`config.mk`:
```
export PLATFORM = sky130hd
export DESIGN_NAME = alu_issue_stage
export DESIGN_NICKNAME = d
export VERILOG_FILES = /design/src/rtl/alu_pkg.sv /design/src/rtl/alu_ctrl_dec.sv /design/src/rtl/alu_issue_stage.sv
export SDC_FILE = /design/constraint.sdc
export NUM_CORES = 1
export LEC_CHECK = 0
export CAP_MARGIN = 30
export CORE_MARGIN = 3
export CORE_UTILIZATION = 40
export CTS_BUF_LIST = sky130_fd_sc_hd__clkbuf_16
export CTS_CLUSTER_DIAMETER = 50
export CTS_CLUSTER_SIZE = 10
export DETAILED_ROUTE_END_ITERATION = 10
export HOLD_SLACK_MARGIN = 0.05
export PLACE_DENSITY_LB_ADDON = 0.25
export SYNTH_ARGS = -nofsm -noshare
export SYNTH_HDL_FRONTEND = slang
export SYNTH_SLANG_ARGS = --single-unit
export TNS_END_PERCENT = 1
```
`constraint.sdc`:
```
create_clock -name clk_i -period 2.5 [get_ports clk_i]
set_input_delay 0.25 -clock clk_i [delete_from_list [all_inputs] [get_ports clk_i]]
set_output_delay 0.25 -clock clk_i [all_outputs]
set_load 0.05 [all_outputs]
```
`src/rtl/alu_pkg.sv`:
```
// Shared constants for the ALU control interface: ALU codes, RV32 opcode/funct fields,
// and the hold-off FSM state type.
package alu_pkg;

    localparam logic [3:0] ALU_NONE = 4'b0000;
    localparam logic [3:0] ALU_ADDI = 4'b0001;
    localparam logic [3:0] ALU_SUB  = 4'b0011;
    localparam logic [3:0] ALU_MUL  = 4'b0100;
    localparam logic [3:0] ALU_OR   = 4'b0101;
    localparam logic [3:0] ALU_AND  = 4'b0110;
    localparam logic [3:0] ALU_ADD  = 4'b0111;

    localparam logic [6:0] OP_RTYPE = 7'b0110011;
    localparam logic [6:0] OP_IMM   = 7'b0010011;

    localparam logic [2:0] F3_ADD_SUB = 3'b000;
    localparam logic [2:0] F3_OR      = 3'b110;
    localparam logic [2:0] F3_AND     = 3'b111;

    localparam logic [6:0] F7_BASE = 7'b0000000;
    localparam logic [6:0] F7_SUB  = 7'b0100000;
    localparam logic [6:0] F7_MUL  = 7'b0000001;

    typedef enum logic {
        HOLD_IDLE   = 1'b0,
        HOLD_ACTIVE = 1'b1
    } hold_state_e;

endpackage

```
`src/rtl/alu_ctrl_dec.sv`:
```
// Combinational decoder from a raw RV32 instruction to the ALU control code,
// the immediate-operand select and the illegal flag.
module alu_ctrl_dec
    import alu_pkg::*;
(
    input  logic [31:0] inst_i,
    output logic [3:0]  alu_ctrl_o,
    output logic        use_inst_as_data2_o,
    output logic        illegal_o
);

    logic [6:0] opcode;
    logic [2:0] f3;
    logic [6:0] f7;
    logic       unused_inst_bits;

    assign opcode = inst_i[6:0];
    assign f3     = inst_i[14:12];
    assign f7     = inst_i[31:25];
    // Register indices are handled by the issue stage, not here.
    assign unused_inst_bits = ^{inst_i[24:15], inst_i[11:7]};

    always_comb begin
        alu_ctrl_o          = ALU_NONE;
        use_inst_as_data2_o = 1'b0;
        illegal_o           = 1'b1;
        if (opcode == OP_RTYPE) begin
            unique case ({f3, f7})
                {F3_ADD_SUB, F7_BASE}: begin alu_ctrl_o = ALU_ADD; illegal_o = 1'b0; end
                {F3_ADD_SUB, F7_SUB}:  begin alu_ctrl_o = ALU_SUB; illegal_o = 1'b0; end
                {F3_ADD_SUB, F7_MUL}:  begin alu_ctrl_o = ALU_MUL; illegal_o = 1'b0; end
                {F3_OR, F7_BASE}:      begin alu_ctrl_o = ALU_OR;  illegal_o = 1'b0; end
                {F3_AND, F7_BASE}:     begin alu_ctrl_o = ALU_AND; illegal_o = 1'b0; end
                default: ;
            endcase
        end else if (opcode == OP_IMM && f3 == F3_ADD_SUB) begin
            alu_ctrl_o          = ALU_ADDI;
            use_inst_as_data2_o = 1'b1;
            illegal_o           = 1'b0;
        end
    end

endmodule

```
`src/rtl/alu_issue_stage.sv`:
```
// ID/EX issue register feeding the ALU: valid/ready handshake, flush, and a
// post-multiply hold-off that keeps new ops out while EX is still busy.
module alu_issue_stage
    import alu_pkg::*;
#(
    parameter int MUL_HOLD = 2,
    parameter int XLEN     = 32
) (
    input  logic            clk_i,
    input  logic            rst_i,
    input  logic            flush_i,
    input  logic            in_valid_i,
    output logic            in_ready_o,
    input  logic [31:0]     inst_i,
    input  logic [XLEN-1:0] rs1_data_i,
    input  logic [XLEN-1:0] rs2_data_i,
    output logic            out_valid_o,
    input  logic            out_ready_i,
    output logic [XLEN-1:0] data1_o,
    output logic [XLEN-1:0] data2_o,
    output logic [3:0]      ALUCtrl_o,
    output logic [4:0]      rd_o,
    output logic            illegal_o
);

    localparam logic [3:0] HOLD_LOAD = 4'(MUL_HOLD);

    logic [3:0]      dec_ctrl;
    logic            dec_use_inst;
    logic            dec_illegal;

    logic            out_valid_q, out_valid_d;
    logic [XLEN-1:0] data1_q, data1_d;
    logic [XLEN-1:0] data2_q, data2_d;
    logic [3:0]      ctrl_q, ctrl_d;
    logic [4:0]      rd_q, rd_d;
    logic            illegal_q, illegal_d;

    hold_state_e     state_q;
    logic [3:0]      hold_cnt_q;

    logic            xfer_in;
    logic            xfer_out;
    logic            mul_out;

    alu_ctrl_dec u_dec (
        .inst_i              (inst_i),
        .alu_ctrl_o          (dec_ctrl),
        .use_inst_as_data2_o (dec_use_inst),
        .illegal_o           (dec_illegal)
    );

    assign in_ready_o = (hold_cnt_q == 4'd0) && (!out_valid_q || out_ready_i);
    assign xfer_in    = in_valid_i && in_ready_o;
    assign xfer_out   = out_valid_q && out_ready_i;
    assign mul_out    = xfer_out && (ctrl_q == ALU_MUL);

    always_comb begin
        out_valid_d = out_valid_q;
        data1_d     = data1_q;
        data2_d     = data2_q;
        ctrl_d      = ctrl_q;
        rd_d        = rd_q;
        illegal_d   = illegal_q;
        if (flush_i) begin
            out_valid_d = 1'b0;
        end else if (xfer_in) begin
            out_valid_d = 1'b1;
            ctrl_d      = dec_ctrl;
            rd_d        = inst_i[11:7];
            illegal_d   = dec_illegal;
            data1_d     = dec_illegal ? '0 : rs1_data_i;
            // addi hands the whole word to the ALU, which takes the immediate as inst>>20.
            data2_d     = dec_illegal ? '0 : (dec_use_inst ? inst_i : rs2_data_i);
        end else if (xfer_out) begin
            out_valid_d = 1'b0;
        end
    end

    always_ff @(posedge clk_i) begin
        if (rst_i) begin
            out_valid_q <= 1'b0;
            data1_q     <= '0;
            data2_q     <= '0;
            ctrl_q      <= ALU_NONE;
            rd_q        <= '0;
            illegal_q   <= 1'b0;
        end else begin
            out_valid_q <= out_valid_d;
            data1_q     <= data1_d;
            data2_q     <= data2_d;
            ctrl_q      <= ctrl_d;
            rd_q        <= rd_d;
            illegal_q   <= illegal_d;
        end
    end

    always_ff @(posedge clk_i) begin
        if (rst_i || flush_i) begin
            state_q    <= HOLD_IDLE;
            hold_cnt_q <= 4'd0;
        end else begin
            unique case (state_q)
                HOLD_IDLE: begin
                    if (mul_out && MUL_HOLD > 0) begin
                        state_q    <= HOLD_ACTIVE;
                        hold_cnt_q <= HOLD_LOAD;
                    end
                end
                HOLD_ACTIVE: begin
                    // A mul leaving during the hold restarts it so EX is never overrun.
                    if (mul_out) begin
                        hold_cnt_q <= HOLD_LOAD;
                    end else begin
                        hold_cnt_q <= hold_cnt_q - 4'd1;
                        if (hold_cnt_q == 4'd1) begin
                            state_q <= HOLD_IDLE;
                        end
                    end
                end
                default: begin
                    state_q    <= HOLD_IDLE;
                    hold_cnt_q <= 4'd0;
                end
            endcase
        end
    end

    assign out_valid_o = out_valid_q;
    assign data1_o     = data1_q;
    assign data2_o     = data2_q;
    assign ALUCtrl_o   = ctrl_q;
    assign rd_o        = rd_q;
    assign illegal_o   = illegal_q && out_valid_q;

endmodule
```
==> metrics <==
CP max FO=23; share of total power in combinational logic=0.137; clk root buf=clkbuf_16; pin count of the biggest net entering global routing=42; port bufs=175; crit path kind=reg -> reg; layout overhead on the synthesized area=58.46%; R2R Path Start=hold_cnt_q[0]$_SDFFE_PP0P_; Layout Utilization=0.6540; hpwl dp=8.824 mm; overall power=2844 uW; sw frac=0.2524; max frequency=476.8 MHz; P_int=2126 uW; detailed-route wire length per cell=16.57 um; final worst path period need=2097 ps; DRT Pass-1 Iters=4; die footprint=0.01074 mm2; Post-synth EDFFs=0; Max Cap Violations=0; DRT Wirelength=12.25 mm; via density per instance=5.330; worst slew pin tran=771.0 ps; layout cells sized above 1=0.1311; PD cells=470.6 mW/mm2; fin crit share=0.8390; VDD IR max=0.3152 mV; Fin. Hold Viols=0; status=complete, no violations; reg-to-reg slack, setup=400 ps; # resized after CTS=0; Sw Pwr=717.9 uW; Syn Inst Count=437; initial antenna violation count=0; most common flop cell mapped by yosys=dfxtp_1; hold_buf cts=0; total CTS buffers=9; Clk Latency, worst-skew pair=330 ps; H-tree Lvls=3; Unique masters post-synth=44; DP Worst Slack=133.5 ps; Lkg Pwr=0.002429 uW; Die H=103.6 um; first-pass GRT wire length=20.20 mm; gr usage total=0.2262; class of the tightest hold or removal check=in -> reg; antenna cells=0; row cnt=35; commonest non-fill, non-tap cell in the layout=clkdlybuf4s50_1; ys async rst share=0; DR vias=3939; Synth Net Count=540; clk buf depth=2; Routed Antenna Nets=0; crit start category=flip-flop; hold path startpoint=rst_i; FF+latch count, synth=79; Post-CTS Setup Inserts=0; CTS tree=built; Ys Warns=0; Worst Skew=8.213 ps; vias in the first global route=3902; Worst setup EP type=flip-flop; Clock Sinks=79; commonest non-fill, non-tap cells in the layout=clkdlybuf4s50_1, inv_1, dfxtp_1; cell count after placement=723; chip width=103.6 um; # fillers=787; Final Setup Violations=0; sequential share of power=0.447; # DRC=0; Synth Cell Area=0.003814 mm2; Final nets=708; Placer Congestion=0.8703; WP data arrival=2350 ps; remaining global-route overflow=0; Core ar.=0.009240 mm2; fin worst setup slack=402.6 ps; Critical Path Source=hold_cnt_q[0]$_SDFFE_PP0P_; synthesized area per cell=8.727 um2; Max-slew headroom=0.4860; Final Non-Filler Cells=739; RSZ-0062 raised after global routing=false; I/O Pins=177; Starting DRT DRC Count=156; data required time of the critical path=2750 ps; Clock power frac=0.416; CTS clk-pin slew, worst paths=70 ps; starting density of the core=0.4127; sequential area share after synthesis=0.4147; max-slew violations=0; Sum Neg Setup Slack=0 ps
power by group through the flow:
stage,Clock (uW),Combinational (uW),Sequential [uW]
after floorplan,0,128,1330
after global placement,0,379,1300
after detailed placement,0,385,1300
after CTS,1200,388,1270
after global routing,1260,415,1270
final,1180,389,1270
sequential cells by signal, indices dropped and copies added, names as in the netlist:
| signal | count |
|---|---|
| rd_o | 5 |
| ALUCtrl_o | 3 |
| data1_o | 32 |
| state_q | 1 |
| out_valid_o | 1 |
| illegal_q | 1 |
| data2_o | 32 |
| hold_cnt_q | 4 |
Yosys cell counts, types with 4 or more instances:
| cell type | n | share of area |
|---|---|---|
| inv_1 | 87 | 0.086 |
| dfxtp_1 | 79 | 0.41 |
| a31oi_1 | 45 | 0.074 |
| nand3_1 | 34 | 0.045 |
| clkbuf_1 | 30 | 0.030 |
| o41ai_2 | 30 | 0.13 |
| o22ai_1 | 22 | 0.036 |
| nand2_1 | 20 | 0.020 |
| nor2_1 | 13 | 0.013 |
| a21oi_1 | 12 | 0.016 |
| buf_2 | 8 | 0.010 |
| a2bb2o_1 | 7 | 0.018 |
| o211ai_1 | 4 | 0.0079 |
layer usage:
metal	vias up	track usage	routed length [um]
met5	-	0	0
met4	0	0.08927	260
met3	22	0.04984	697
met2	151	0.3678	5855
met1	1880	0.2930	5434
li1	1886	-	-
path summary, 6_finish.rpt:
kind,cells after the start,endpoint
worst max register to register,8,data2_o[23]$_SDFFE_PP0P_
worst max-delay path,8,data2_o[23]$_SDFFE_PP0P_
worst min register to register,1,data2_o[12]$_SDFFE_PP0P_
worst min-delay path,2,data2_o[31]$_SDFFE_PP0P_
metrics by stage:
step | area, um2 | hold WS, ps
3_5_place_dp | 5779 | 452.2
4_1_cts | 6043 | 339.7
6_report | 6043 | 358.4
3_3_place_gp | 5764 | 442.5
2_1_floorplan | 3814 | 382.8
5_1_grt | 6043 | 365.2
cells by family after synthesis:
group / synth area share
XOR/XNOR: 0.006891
flip-flops: 0.4147
AO/OA/AOI/OAI: 0.3022
adder cells (fa/ha/maj): 0.006561
AND/OR/NAND/NOR: 0.1381
buffers and inverters: 0.1306
other: 0.0009833
critical path: stages, from the launching register on:
cell,delay [ps]
dfxtp_1,350
inv_1,70
ha_1,180
nor2b_1,190
buf_4,290
and3_1,370
buf_4,300
a31oi_1,120
o22ai_1,130
cell type report:
cell class	instances	area [um2]	share of cell area
Tap cell	129	161.4	0.02671
Timing Repair Buffer	197	1954	0.3234
Clock buffer	9	225.2	0.03727
Sequential cell	79	1582	0.2617
Multi-Input combinational cell	231	1755	0.2905
Inverter	87	326.6	0.05404
Clock inverter	7	38.79	0.006418
Note: power is estimated with default switching activity, not from simulation.
